[src/rtl/weight_matrix_reader.sv]
// Streams the symmetric N x N weight matrix row-major out of a packed upper-triangular store.
// Optional WMR_SNAPSHOT_EN: freeze the store at start so every beat of a stream sees one copy.
module weight_matrix_reader #(
  parameter int unsigned WIDTH = 5,
  parameter int unsigned N     = 4,
  localparam int unsigned E    = N * (N + 1) / 2,
  localparam int unsigned IW   = (N > 1) ? $clog2(N) : 1
) (
  input  logic                 clk,
  input  logic                 rst,
  input  logic [E*WIDTH-1:0]   weights_flat,
  input  logic                 start,
  output logic                 out_valid,
  input  logic                 out_ready,
  output logic [WIDTH-1:0]     out_weight,
  output logic [IW-1:0]        out_row,
  output logic [IW-1:0]        out_col,
  output logic                 out_last,
  output logic                 busy,
  output logic                 done
);

  typedef enum logic {IDLE, STREAM} state_t;

  state_t             state_q, state_d;
  logic [IW-1:0]      row_q, row_d, col_q, col_d;
  logic [WIDTH-1:0]   weight_q, weight_d;
  logic               valid_q, valid_d;
  logic               last_q, last_d;
  logic               done_q, done_d;
  logic [E*WIDTH-1:0] src;
  logic [IW-1:0]      row_n, col_n;

  // Lower-triangle (i>j) reads are folded onto the stored entry w(j,i).
  function automatic logic [WIDTH-1:0] pick(input logic [E*WIDTH-1:0] store,
                                            input logic [IW-1:0] i,
                                            input logic [IW-1:0] j);
    int unsigned a, b, k;
    a = (i < j) ? 32'(i) : 32'(j);
    b = (i < j) ? 32'(j) : 32'(i);
    k = (a * (2 * N - a + 1)) / 2 + (b - a);
    return store[k*WIDTH +: WIDTH];
  endfunction

`ifdef WMR_SNAPSHOT_EN
  logic [E*WIDTH-1:0] snap_q, snap_d;

  always_comb begin
    snap_d = snap_q;
    if (state_q == IDLE && start) snap_d = weights_flat;
  end

  always_ff @(posedge clk) begin
    if (!rst) snap_q <= '0;
    else      snap_q <= snap_d;
  end

  // The first beat is loaded on the same edge as the snapshot, so it reads the live store.
  assign src = (state_q == IDLE) ? weights_flat : snap_q;
`else
  assign src = weights_flat;
`endif

  always_ff @(posedge clk) begin
    if (!rst) begin
      state_q  <= IDLE;
      row_q    <= '0;
      col_q    <= '0;
      weight_q <= '0;
      valid_q  <= 1'b0;
      last_q   <= 1'b0;
      done_q   <= 1'b0;
    end else begin
      state_q  <= state_d;
      row_q    <= row_d;
      col_q    <= col_d;
      weight_q <= weight_d;
      valid_q  <= valid_d;
      last_q   <= last_d;
      done_q   <= done_d;
    end
  end

  always_comb begin
    state_d  = state_q;
    row_d    = row_q;
    col_d    = col_q;
    weight_d = weight_q;
    valid_d  = valid_q;
    last_d   = last_q;
    done_d   = 1'b0;
    row_n    = row_q;
    col_n    = col_q;
    case (state_q)
      IDLE: begin
        if (start) begin
          state_d  = STREAM;
          row_d    = '0;
          col_d    = '0;
          weight_d = pick(src, '0, '0);
          valid_d  = 1'b1;
          last_d   = (N == 1);
        end
      end
      STREAM: begin
        if (out_ready) begin
          if (last_q) begin
            state_d  = IDLE;
            row_d    = '0;
            col_d    = '0;
            weight_d = '0;
            valid_d  = 1'b0;
            last_d   = 1'b0;
            done_d   = 1'b1;
          end else begin
            if (col_q == IW'(N - 1)) begin
              col_n = '0;
              row_n = row_q + IW'(1);
            end else begin
              col_n = col_q + IW'(1);
            end
            row_d    = row_n;
            col_d    = col_n;
            weight_d = pick(src, row_n, col_n);
            last_d   = (row_n == IW'(N - 1)) && (col_n == IW'(N - 1));
          end
        end
      end
      default: state_d = IDLE;
    endcase
  end

  assign out_valid  = valid_q;
  assign out_weight = weight_q;
  assign out_row    = row_q;
  assign out_col    = col_q;
  assign out_last   = last_q;
  assign busy       = valid_q;
  assign done       = done_q;

endmodule

[config.mk]
export PLATFORM = sky130hd
export DESIGN_NAME = weight_matrix_reader
export DESIGN_NICKNAME = d
export VERILOG_FILES = /design/src/rtl/weight_matrix_reader.sv
export SDC_FILE = /design/constraint.sdc
export NUM_CORES = 1
export LEC_CHECK = 0
export ABC_AREA = 0
export BUFFER_PORTS_ARGS = -buffer_cell sky130_fd_sc_hd__buf_2
export CELL_PAD_IN_SITES_DETAIL_PLACEMENT = 0
export CELL_PAD_IN_SITES_GLOBAL_PLACEMENT = 2
export CORE_ASPECT_RATIO = 0.6
export CORE_UTILIZATION = 34
export DETAILED_ROUTE_END_ITERATION = 8
export HOLD_SLACK_MARGIN = 0.06
export PLACE_DENSITY = 0.93
export RECOVER_POWER = 25
export SETUP_SLACK_MARGIN = 0.5
export SYNTH_ARGS = -nofsm -noshare
export SYNTH_HDL_FRONTEND = slang
export SYNTH_SLANG_ARGS = --single-unit
[constraint.sdc]
create_clock -name clk -period 14.65 [get_ports clk]
set_input_delay 0.7325 -clock clk [delete_from_list [all_inputs] [get_ports clk]]
set_output_delay 0.7325 -clock clk [all_outputs]
set_load 0.05 [all_outputs]
# Word-level counts from Yosys, hierarchy flattened
# Cells that the tools add are included.
[word_totals]
ff_bits = 13
input_bits = 54
output_inout_bits = 13
wordCells = 62
[op_classes]
n_addsub = 6
mul = 2
order_cmp = 1
eq_ne = 6
n_shift = 1
mux = 34
bitwise_logic = 1
n_reduce_logical = 4
[op_table]
columns = ["cell", "n"]
rows = [
  ["50-bit by 33-bit variable part select with 5-bit output", 1],
  ["31-bit by 32-bit adder with 32-bit output", 1],
  ["32-bit by 3-bit multiplier with 32-bit output, second input constant", 1],
  ["2-bit 2-to-1 mux", 15],
  ["5-bit 2-to-1 mux", 3],
  ["1-bit 2-to-1 mux", 10],
  ["5-bit case mux with 2 select lines", 1],
  ["3-bit by 6-bit multiplier with 9-bit output", 1],
  ["2-bit case mux with 2 select lines", 2],
  ["5-bit by 2-bit adder with 6-bit output, second input constant", 1],
  ["2-bit equality test, second input constant", 3],
  ["1-bit case mux with 2 select lines", 3],
  ["3-bit AND reduction", 2],
  ["4-bit by 2-bit subtractor with 5-bit output, first input constant", 1],
  ["2-bit by 1-bit adder with 2-bit output, second input constant", 2],
  ["2-bit inequality test, second input constant", 2],
  ["2-bit by 2-bit subtractor with 3-bit output", 1],
  ["2-bit less-than comparator", 1],
  ["2-bit by 1-bit inequality test with 1-bit output, second input constant", 1],
  ["2-bit AND reduction", 1],
  ["1-bit logical AND", 1],
  ["1-bit NOT", 1],
]

# Longest topological paths before layout
# Gate-level depths: netlist (run 1).
[depth]
depth_word = 16
mapped_depth = 25
mapped_depth_nobuf = 25

# Worst setup path after synthesis (run 1)
# OpenSTA, ideal clock, no wires.
[synth_timing]
path_kind = "register to register"
start = "register col_q[0], in the netlist out_col[0]"
end = "register weight_q[4], in the netlist out_weight[4]"
setup_time_ps = 95
t_arrival_ps = 5848
t_required_ps = 14555
path_slack_ps = 8707
path_stages_with_launch = 25
cell_sequence = "dfxtp_1 -> ha_1 -> nand2_1 -> xnor2_1 -> ha_1 -> a21oi_1 -> nor2_1 -> a21oi_1 -> o21ai_0 -> ha_1 -> nor2b_1 -> ha_1 -> a21o_1 -> a21oi_1 -> xnor2_1 -> ha_1 -> inv_1 -> fa_1 -> nand2b_1 -> a21oi_1 -> xor2_1 -> xnor2_1 -> and2_1 -> a311oi_1 -> a221oi_1"
[synth_between]
elab_chain_cells = 16
word_cells_on_any_way = 23
[synth_rtl]
columns = ["element", "line", "text"]
rows = [
  ["start, declared", "26", "logic [IW-1:0] row_q, row_d, col_q, col_d;"],
  ["start signal, assigned", "76", "col_q <= col_d;"],
  ["2-bit by 1-bit adder with 2-bit output or 2-bit equality test (tied branches)", "120, 116", ""],
  ["2-bit 2-to-1 mux", "116", "if (col_q == IW'(N - 1)) begin"],
  ["2-bit 2-to-1 mux", "107", "if (last_q) begin"],
  ["2-bit 2-to-1 mux", "106", "if (out_ready) begin"],
  ["2-bit 2-to-1 mux", "94", "case (state_q)"],
  ["2-bit less-than comparator", "39, 40", ""],
  ["2-bit 2-to-1 mux", "39", "a = (i < j) ? 32'(i) : 32'(j);"],
  ["4-bit by 2-bit subtractor with 5-bit output", "41", "k = (a * (2 * N - a + 1)) / 2 + (b - a);"],
  ["5-bit by 2-bit adder with 6-bit output", "41", ""],
  ["3-bit by 6-bit multiplier with 9-bit output", "41", ""],
  ["31-bit by 32-bit adder with 32-bit output *", "41", ""],
  ["32-bit by 3-bit multiplier with 32-bit output *", "42", "return store[k*WIDTH +: WIDTH];"],
  ["50-bit by 33-bit variable part select with 5-bit output *", "42", ""],
  ["5-bit 2-to-1 mux *", "107", ""],
  ["5-bit 2-to-1 mux *", "106", ""],
  ["5-bit case mux with 2 select lines *", "94", ""],
  ["end signal, assigned", "77", "weight_q <= weight_d;"],
  ["end, declared", "27", "logic [WIDTH-1:0] weight_q, weight_d;"],
]
# Every way passes the cells marked *; elsewhere a longest branch is shown, timed or not. The select of a mux whose other input is x is not followed.
# A chain may end at the register's enable or synchronous reset.

# Final worst setup path (run 1)
[layout_timing]
start = "register col_q[0], in the netlist out_col[0]"
end = "register weight_q[2], in the netlist out_weight[2]"
# The elaborated chain is that of the path after synthesis.

==> impl_metrics.json, run 1 <==
{
  "report.final.slew_viol_count": 0,
  "worst_clock_skew_ns": 0.00309,
  "synth-async-reset-ratio_pct": 0,
  "synth_warnings": 0,
  "syn2layout_area_growth_pct": 15.3,
  "cellPowerDensity_mw_per_mm2": 90.4,
  "synth-seq-area-share_pct": 8.91,
  "floorplan.die_area_mm2": 0.00898,
  "power.internal_w": 0.000150,
  "cts.root.buffer_cell": "clkbuf_16",
  "finish.net_count": 517,
  "synth.top_cell.area_share_pct": 14.4,
  "avgSynthCellArea_um2": 7.69,
  "crit_path_top_delay_cell": "fa_1",
  "cell_breakdown_of_the_critical_path": "ha_1 > nand2_1 > xnor2_1 > ha_1 > a21oi_1 > nor2_1 > a21oi_1 > o21ai_0 > ha_1 > nor2b_1 > ha_1 > a21o_1 > a21oi_1 > xnor2_1 > ha_1 > inv_1 > fa_1 > a31oi_1 > nand4_1 > and4b_1 > o41a_1 > a311oi_1 > a211oi_1",
  "syn_inst": 380,
  "track_usage_pct": 22.3,
  "drtIter0Drc": 317,
  "cts_max_path_buffers": 2,
  "run_status": "finished, final reports clean",
  "synthDistinctLibCells": 59,
  "endpoint_kind": "register",
  "worstSetupPathDepth": 23,
  "number_of_antenna_violations_at_the_first_check_in_global_routing": 0,
  "post_detailed_placement_half_perimeter_wirelength_um": 7890,
  "chip_height_um": 73.8,
  "tritoncts.num_buffers": 3,
  "clock.fmax_ghz": 0.150,
  "final-hold-violation-count": 0,
  "drt-pass1-iter-count": 5,
  "wl_per_cell_um": 18.2,
  "cts.htree.levels": 1,
  "row_count": 25,
  "post_route_cells_drive_above_1_share_pct": 20.9,
  "nFillCells": 849,
  "antenna-diode-count": 0,
  "worstSkewPairLatency_ns": 0.24,
  "synth_top_area_cell": "mux2i_1",
  "core_area_mm2": 0.00810,
  "power_switching_share_pct": 50.9,
  "synthesis.nets": 465,
  "synth.top_cells.by_area": "mux2i_1 (14%), ha_1 (12%), dfxtp_1 (8.9%)",
  "initial_core_util_pct": 36.1,
  "timing.setup.critical_path_class": "register to register",
  "hold_path_class": "register to register",
  "arrival_ns": 6.78,
  "clock_sinks": 13,
  "fin_crit_sh_pct": 45.6,
  "relSlewSlack_pct": 47.6,
  "p_comb_share_pct": 69.9,
  "mostFrequentLayoutCell": "buf_2",
  "min_path_cells": 2,
  "most-common-layout-cells": "buf_2 (64), nand2_1 (45), mux2i_1 (42), ha_1 (28)",
  "remaining_drc_errors": 0,
  "detail_route.vias_per_cell": 5.94,
  "die-width_um": 122,
  "buffering_stage_count_on_the_worst_path_with_inverters_included": 1,
  "cts_resized": 0,
  "drt.antenna.violating_nets": 0,
  "max_stage_delay_ns": 0.90,
  "ir_worst_vdd_uv": 32.4,
  "synth_area_mm2": 0.00292,
  "max_cap_viol_count": 0,
  "worst_path_dominant_cell_family": "adder cells",
  "worst_ep_required_time_ns": 14.76,
  "tritoncts": "built",
  "period_minus_slack_ns": 6.67,
  "unrepaired_setup_endpoints_after_global_routing": "no",
  "post_cts_hold_buffer_count": 0,
  "grt_first_pass_wirelength_um": 15600,
  "synth_ff_type": "dfxtp_1",
  "cts_setup_buffers": 0,
  "power.sequential.fraction_pct": 13.2,
  "totalNegativeSetupSlack_ns": 0,
  "place_congestion": 0.936,
  "boundaryPins": 67,
  "grt_max_degree": 53,
  "drt_wl_total_um": 9810,
  "fin_hold_ws_ns": 0.473,
  "number_of_flops_mapped_to_enable_cells_by_yosys": 0,
  "setup-violations-final": 0,
  "critical_path_source_type": "register",
  "timing.critical_path.fanout_max": 15,
  "crit_path_frequent_cell": "ha_1",
  "power_switching_w": 0.000155,
  "yosys_register_bits": 13,
  "r2r.worst_path.cells": 23,
  "cts.reportedPaths.clkPinSlew_ns": 0.04,
  "timing_worst_slew_pin_value_ns": 0.785,
  "p_leak_nw": 1.74,
  "vias_in_the_first_global_route": 2919,
  "grt-ovfl-total": 0,
  "p_clk_share_pct": 16.8,
  "dr_vias": 3199,
  "io_buffer_count": 66
}
==> sequential cells by signal, summed over array words and instances (netlist names) <==
register and cells:
state_q 1, out_row 2, busy 1, out_last 1
out_col 2, out_weight 5, done 1
==> worst register-to-register path: cells and delay by family (launching register included) <==
kind,cells,cell delay [ns]
xor+xnor,2,0.48
flops,1,0.41
fa+ha+maj,6,2.41
buf+inv,1,0.07
compound gates,9,2.07
simple gates,5,1.09
==> path summary, 6_finish.rpt <==
check / start / endpoint / slack, ns
hold / removal: busy / busy / 0.47
setup reg to reg: out_col[0] / out_weight[2] / 7.98
hold reg to reg: busy / busy / 0.47
setup / recovery: out_col[0] / out_weight[2] / 7.98
==> power by group through the flow <==
stage	sequential [W]	combinational [W]	clock, W
global route	0.0000408	0.000229	0.0000549
finish	0.0000404	0.000213	0.0000513
detailed placement	0.0000410	0.000205	0
floorplan	0.0000502	0.000140	0
CTS	0.0000404	0.000206	0.0000522
global placement	0.0000411	0.000205	0
==> synthesized netlist by cell type, types with 7 or more instances <==
| cell type | count |
|---|---|
| nor3_1 | 8 |
| nor2_1 | 21 |
| clkbuf_1 | 8 |
| nand2b_1 | 7 |
| a21oi_1 | 23 |
| mux2_2 | 9 |
| inv_1 | 15 |
| ha_1 | 29 |
| a22oi_1 | 11 |
| dfxtp_1 | 13 |
| and2_1 | 7 |
| o21ai_0 | 23 |
| nor2b_1 | 9 |
| nand2_1 | 45 |
| xnor2_1 | 7 |
| mux2i_1 | 42 |
==> stage by stage <==
stage / power [W] / cell area (µm²) / utilization [%] / cells / setup slack, ns
floorplan: 0.000190 / 2920 / - / 380 / 8.71
global placement: 0.000247 / 3290 / 40.6 / 535 / 8.36
detailed placement: 0.000246 / 3290 / 40.6 / 535 / 8.10
CTS: 0.000299 / 3370 / 41.6 / 539 / 8.08
global route: 0.000325 / 3370 / 41.6 / 539 / 7.40
finish: 0.000305 / 3370 / 41.6 / 539 / 7.98
==> per-layer routing <==
metal | up-vias | global-route usage [%] | part of all wire (%)
met1 | 1486 | 35.2 | 51
met2 | 178 | 29.5 | 38
met4 | 0 | 3.57 | 0.75
li1 | 1529 | - | -
met5 | - | 0 | 0
met3 | 6 | 5.36 | 11
==> cell families (layout without fill, tap and decap cells) <==
family	count (synthesis)	in the layout	synth area share (%)
simple gates	125	125	21.1
mux	58	58	23.0
compound gates	103	103	23.5
xor+xnor	12	12	3.60
buf+inv	38	89	6.12
fa+ha+maj	31	31	13.8
flops	13	13	8.91
==> cell type report <==
class / instances / area (µm²) / area share, %
multi-input combinational: 329 / 2480 / 73.7
timing repair buffer: 69 / 350 / 10.4
inverter: 16 / 60.1 / 1.78
tap: 108 / 135 / 4.01
clock buffer: 4 / 78.8 / 2.34
sequential: 13 / 260 / 7.72
Note: power is estimated with default switching activity, not from simulation.
==> run 2: changes to the inputs <==
Settings changed: ABC_AREA 0 to 1, CORE_UTILIZATION 34 to 29, PLACE_DENSITY 0.93 to 0.89.
Clock period 14.65 ns to 6.8 ns, I/O delays scaled along.
==> run 2 against run 1 <==
Against the previous run:
- total power grew to 2.5 times the previous value
- clock power rose by 110%
- global-route usage decreased by 4.8 points
- critical endpoint is now out_weight[3]
- largest cell class unchanged
- clock-buffer cell count unchanged
- sequential power is 110% higher
- die area rose by 34%
- register-to-register slack worse by 7.1 ns
- cell count grew 49%
- design area is 20% higher
- fmax is 13% higher
- wire length grew 24%
==> impl_metrics.json, run 2 <==
{
  "synth.top_cells.by_area": "nand3_1 (19%), nand2_1 (18%), ha_1 (11%)",
  "worst_clock_skew_ns": 0.00128,
  "unrepaired_setup_endpoints_after_global_routing": "no",
  "synth_ff_type": "dfxtp_1",
  "worstSkewPairLatency_ns": 0.24,
  "largest_register_ff_count": 5,
  "track_usage_pct": 17.4,
  "drt_wl_total_um": 12200,
  "run_status": "finished, final reports clean",
  "detail_route.vias_per_cell": 5.19,
  "clock_sinks": 13,
  "worst_path_dominant_cell_family": "simple AND/OR/NAND/NOR gates",
  "wl_per_cell_um": 15.1,
  "tritoncts": "built",
  "drt.antenna.violating_nets": 0,
  "finalNonFillerCells": 805,
  "critical_path_source_type": "register",
  "dpl_worst_slack_ns": 0.488,
  "fin_crit_sh_pct": 87.1,
  "grt-ovfl-total": 0,
  "grt_max_degree": 95,
  "boundaryPins": 67,
  "totalNegativeSetupSlack_ns": 0,
  "timing_worst_slew_pin_value_ns": 0.651,
  "synth.top_cell.area_share_pct": 18.8,
  "crit_path_top_delay_cell": "dfxtp_2",
  "max_cap_viol_count": 0,
  "row_count": 30,
  "drt-pass1-iter-count": 5,
  "drtIter0Drc": 406,
  "number_of_flops_mapped_to_enable_cells_by_yosys": 0,
  "floorplan.die_area_mm2": 0.0120,
  "ir_worst_vdd_uv": 91.4,
  "io_buffer_count": 66,
  "avgSynthCellArea_um2": 5.64,
  "remaining_drc_errors": 0,
  "vias_in_the_first_global_route": 3570,
  "most-common-layout-cells": "nand2_1 (157), nand3_1 (126), buf_2 (63), inv_1 (45), nor2_1 (41)",
  "yosys_register_bits": 13,
  "final_area_mm2": 0.00405,
  "crit_path_frequent_cell": "nand2_1",
  "finish.net_count": 731,
  "antenna-diode-count": 0,
  "max_stage_delay_ns": 0.36,
  "number_of_antenna_violations_at_the_first_check_in_global_routing": 0,
  "cts.reportedPaths.clkPinSlew_ns": 0.04,
  "cts_max_path_buffers": 2,
  "relSlewSlack_pct": 56.6,
  "post_detailed_placement_half_perimeter_wirelength_um": 8570,
  "final-hold-violation-count": 0,
  "timing.setup.critical_path_class": "register to register",
  "setup-violations-final": 0,
  "synthDistinctLibCells": 39,
  "placedCellCount": 791,
  "synth_top_area_cell": "nand3_1",
  "tritoncts.num_buffers": 3,
  "fin_hold_ws_ns": 0.382,
  "syn2layout_area_growth_pct": 20.5,
  "worst_ep_required_time_ns": 6.92,
  "buffering_stage_count_on_the_worst_path_with_inverters_included": 8,
  "cellPowerDensity_mw_per_mm2": 189,
  "postPlaceCellArea_mm2": 0.00372,
  "synth-async-reset-ratio_pct": 0,
  "chip_height_um": 85.4,
  "place_congestion": 0.924,
  "synthesis.nets": 680,
  "core_area_mm2": 0.0113,
  "nFillCells": 1269,
  "period_minus_slack_ns": 5.93,
  "clock.fmax_ghz": 0.169,
  "report.final.slew_viol_count": 0,
  "dr_vias": 4179,
  "synth_warnings": 0,
  "post_cts_hold_buffer_count": 0,
  "post_route_cells_drive_above_1_share_pct": 20.5,
  "cts.root.buffer_cell": "clkbuf_16",
  "arrival_ns": 6.05,
  "synth.top_cells.by_count": "nand2_1 (161), nand3_1 (126), inv_1 (47)",
  "layout_setup_ws_ns": 0.874,
  "synth_area_mm2": 0.00336,
  "syn_inst": 595,
  "mostFrequentLayoutCell": "nand2_1",
  "initial_core_util_pct": 29.7,
  "grt_first_pass_wirelength_um": 17400,
  "yosysMostFrequentCell": "nand2_1",
  "hold_path_class": "input port to register",
  "timing.critical_path.fanout_max": 11,
  "p_leak_nw": 2.08,
  "synth-seq-area-share_pct": 7.75,
  "die-width_um": 141,
  "cts.htree.levels": 1,
  "endpoint_kind": "register"
}
==> run 2: path summary, 6_finish.rpt <==
| check | cells past startpoint | to | from | slack [ns] |
|---|---|---|---|---|
| worst max register to register | 45 | out_weight[3] | out_col[0] | 0.87 |
| worst min-delay path | 3 | state_q | start | 0.38 |
| worst min register to register | 2 | out_col[1] | out_col[1] | 0.49 |
| worst max-delay path | 45 | out_weight[3] | out_col[0] | 0.87 |
==> run 2: kinds of logic (layout without fill, tap and decap cells) <==
family,after synthesis,after routing,synth area share (%)
buf+inv,89,138,13.0
simple gates,365,366,50.6
flops,13,13,7.75
fa+ha+maj,31,31,12.0
compound gates,90,90,14.9
xor+xnor,7,7,1.83
==> run 2: power by group <==
part | switching [W] | leakage, nW | internal, W
Clock | 0.0000299 | 0.0382 | 0.0000789
Sequential | 0.00000297 | 0.108 | 0.0000815
Combinational | 0.000380 | 1.93 | 0.000190
Total | 0.000413 | 2.08 | 0.000351
==> run 2: cell type report <==
type | count | area [µm²] | share of cell area [%]
clock buffers | 4 | 78.8 | 1.95
inverters | 51 | 191 | 4.73
multi-input cells | 494 | 2760 | 68.2
flip-flops and latches | 13 | 263 | 6.49
well taps | 160 | 200 | 4.95
repair buffers | 83 | 553 | 13.7
==> run 2: metal layers <==
layer / track usage, % / vias up / share of wire, %
li1: - / 2097 / -
met1: 28.3 / 1894 / 53
met2: 24.3 / 182 / 38
met3: 2.71 / 6 / 8.9
met4: 0.692 / 0 / 0.24
met5: 0 / - / 0
==> run 2: metrics by stage <==
stage / utilization, % / total power, W
CTS: 33.7 / 0.000719
floorplan: - / 0.000474
detailed placement: 32.9 / 0.000607
global route: 35.8 / 0.000822
global placement: 32.9 / 0.000608
finish: 35.8 / 0.000763
==> run 2: worst register-to-register path, delay by kind of cell (launching register included) <==
family          cells  cell delay (ns)
fa+ha+maj           7             1.90
xor+xnor            1             0.30
compound gates      5             0.59
flops               1             0.36
simple gates       24             2.05
buf+inv             8             0.62
==> run 2: repair_timing <==
action / in CTS / in global routing
setup buffers: 0 / 1
pin swaps: 0 / 4
resized for setup: 1 / 26
setup endpoints to repair: 1 / 5
cloned: 0 / 9
==> run 3: changes to the inputs <==
Settings changed: CTS_BUF_LIST set to sky130_fd_sc_hd__clkbuf_4 sky130_fd_sc_hd__clkbuf_8, GPL_TIMING_DRIVEN set to 0.
==> run 3 against run 2 <==
Against the previous run:
- sequential share of layout area up 0.11 points
- non-clock buffer count up 25
- largest power group unchanged
- via count rose by 4.9%
- register-to-register slack improved by 0.08 ns
- clock skew about the same
- global-route usage is 5.0 points higher
- design area rose by 0.22%
- sequential cell count stayed put
==> impl_metrics.json, run 3 (synthesized netlist as in run 2, its figures left out) <==
{
  "worst_clock_skew_ns": 0.000908,
  "row_count": 30,
  "placedCellCount": 821,
  "p_comb_share_pct": 79.1,
  "grt_max_degree": 11,
  "drt-pass1-iter-count": 5,
  "timing.critical_path.fanout_max": 10,
  "drtIter0Drc": 536,
  "drt_wl_total_um": 13700,
  "post_cts_hold_buffer_count": 0,
  "timing_worst_slew_pin_value_ns": 0.782,
  "grt-ovfl-total": 0,
  "mostFrequentLayoutCell": "nand2_1",
  "power_switching_share_pct": 57.8,
  "hold_start": "start",
  "tritoncts.num_buffers": 3,
  "finalNonFillerCells": 829,
  "finish.net_count": 755,
  "post_route_cells_drive_above_1_share_pct": 20.8,
  "die-width_um": 141,
  "totalNegativeSetupSlack_ns": 0,
  "floorplan.die_area_mm2": 0.0120,
  "cts.htree.levels": 1,
  "critical_path.reg2reg.startpoint": "out_col[0]",
  "number_of_antenna_violations_at_the_first_check_in_global_routing": 0,
  "max_cap_viol_count": 0,
  "grt_first_pass_wirelength_um": 21300,
  "run_status": "finished, final reports clean",
  "cellPowerDensity_mw_per_mm2": 184,
  "antenna-diode-count": 0,
  "cts_max_path_buffers": 2,
  "vias_in_the_first_global_route": 3942,
  "largest_register_ff_count": 5,
  "multi_input_comb_area_mm2": 0.00275,
  "cts.reportedPaths.clkPinSlew_ns": 0.05,
  "wl_per_cell_um": 16.6,
  "p_clk_share_pct": 9.7,
  "rr_endpoint": "out_weight[3]",
  "r2r.worst_path.cells": 45,
  "worstSkewPairLatency_ns": 0.24,
  "track_usage_pct": 22.4,
  "clock_sinks": 13,
  "max_stage_delay_ns": 0.37,
  "detail_route.vias_per_cell": 5.29,
  "period_minus_slack_ns": 5.84,
  "core_area_mm2": 0.0113,
  "remaining_drc_errors": 0,
  "final-hold-violation-count": 0,
  "most-common-layout-cells": "nand2_1 (160), nand3_1 (126), buf_2 (75), inv_1 (45), nor2_1 (41)",
  "tritoncts": "built",
  "dr_vias": 4385,
  "clock.fmax_ghz": 0.171,
  "drt.antenna.violating_nets": 0,
  "fin_crit_sh_pct": 85.9,
  "initial_core_util_pct": 29.7,
  "worst_ep_required_time_ns": 6.98,
  "min_delay_worst_endpoint": "state_q",
  "post_detailed_placement_half_perimeter_wirelength_um": 11100,
  "p_leak_nw": 2.07,
  "critical_path_source_type": "register",
  "timing.setup.critical_path_class": "register to register",
  "nFillCells": 1273,
  "report.final.slew_viol_count": 0,
  "syn2layout_area_growth_pct": 20.8,
  "unrepaired_setup_endpoints_after_global_routing": "no",
  "chip_height_um": 85.4,
  "crit_path_frequent_cell": "nand2_1",
  "arrival_ns": 6.02,
  "min_path_cells": 3,
  "setup-violations-final": 0,
  "crit_path_top_delay_cell": "dfxtp_4",
  "hold_path_class": "input port to register",
  "power.sequential.fraction_pct": 11.2,
  "ir_worst_vdd_uv": 74.8,
  "power_switching_w": 0.000431,
  "fin_hold_ws_ns": 0.361,
  "cts.root.buffer_cell": "clkbuf_8",
  "ff2ff_setup_slack_ns": 0.96,
  "power.internal_w": 0.000315,
  "io_buffer_count": 66,
  "layout.area.seq_um2": 268,
  "boundaryPins": 67,
  "endpoint_kind": "register",
  "place_congestion": 0.979,
  "relSlewSlack_pct": 47.7
}
## run 3: changes by cell type in the layout (fill, tap and decap cells not counted), sizes merged
cell and delta:
buf +17, clkbuf +8, nand2 -1
## run 3: final cells by class
type	instances	share of cell area (%)
Clock buffer	4	1.20
Multi-Input combinational cell	493	67.7
Sequential cell	13	6.60
Tap cell	160	4.94
Buffer	38	6.05
Inverter	51	4.72
Timing Repair Buffer	70	8.79
## run 3: per-layer routing
| layer | track usage (%) | vias to the layer above | wire length (µm) |
|---|---|---|---|
| li1 | - | 2151 | - |
| met4 | 2.27 | 0 | 63 |
| met5 | 0 | - | 0 |
| met1 | 36.1 | 1984 | 7080 |
| met3 | 2.88 | 8 | 1410 |
| met2 | 31.4 | 242 | 5190 |
## run 3: worst max path at each step
stage | slack (ns) | start | depth (start not counted) | end
detailed placement | 0.38 | out_col[0] | 44 | out_weight[4]
finish | 0.96 | out_col[0] | 45 | out_weight[3]
CTS | 0.54 | out_col[0] | 46 | out_weight[4]
global route | 0.47 | out_col[0] | 48 | out_weight[1]
floorplan | 0.96 | out_col[0] | 42 | out_weight[4]
global placement | 0.49 | out_col[0] | 46 | out_weight[4]
## run 3: timing repair
action                     in CTS  in global routing
setup endpoints to repair       5                  5
setup buffers                   0                  4
pin swaps                       0                  4
gates resized for setup         2                 18
## run 3: critical path: cells and delay by family (launching register included)
family          cells  cell delay, ns
fa+ha+maj           7            1.76
compound gates      3            0.35
simple gates       26            2.28
buf+inv             8            0.71
flops               1            0.37
xor+xnor            1            0.26
## run 3: stage by stage
step                      power (W)  utilization [%]  worst slack [ns]  area, µm²
after floorplan            0.000474                -             0.964       3360
after global placement     0.000647             34.4             0.494       3890
after detailed placement   0.000642             34.4             0.381       3890
after CTS                  0.000717             34.9             0.544       3950
after global routing       0.000806             35.9             0.471       4060
final                      0.000747             35.9             0.957       4060
## run 3: power groups by stage
stage	clock network, W	registers (W)	logic (W)
2_1_floorplan	0	0.000101	0.000373
3_3_place_gp	0	0.0000857	0.000561
3_5_place_dp	0	0.0000859	0.000556
4_1_cts	0.0000732	0.0000843	0.000559
5_1_grt	0.0000773	0.0000846	0.000644
6_report	0.0000722	0.0000837	0.000591
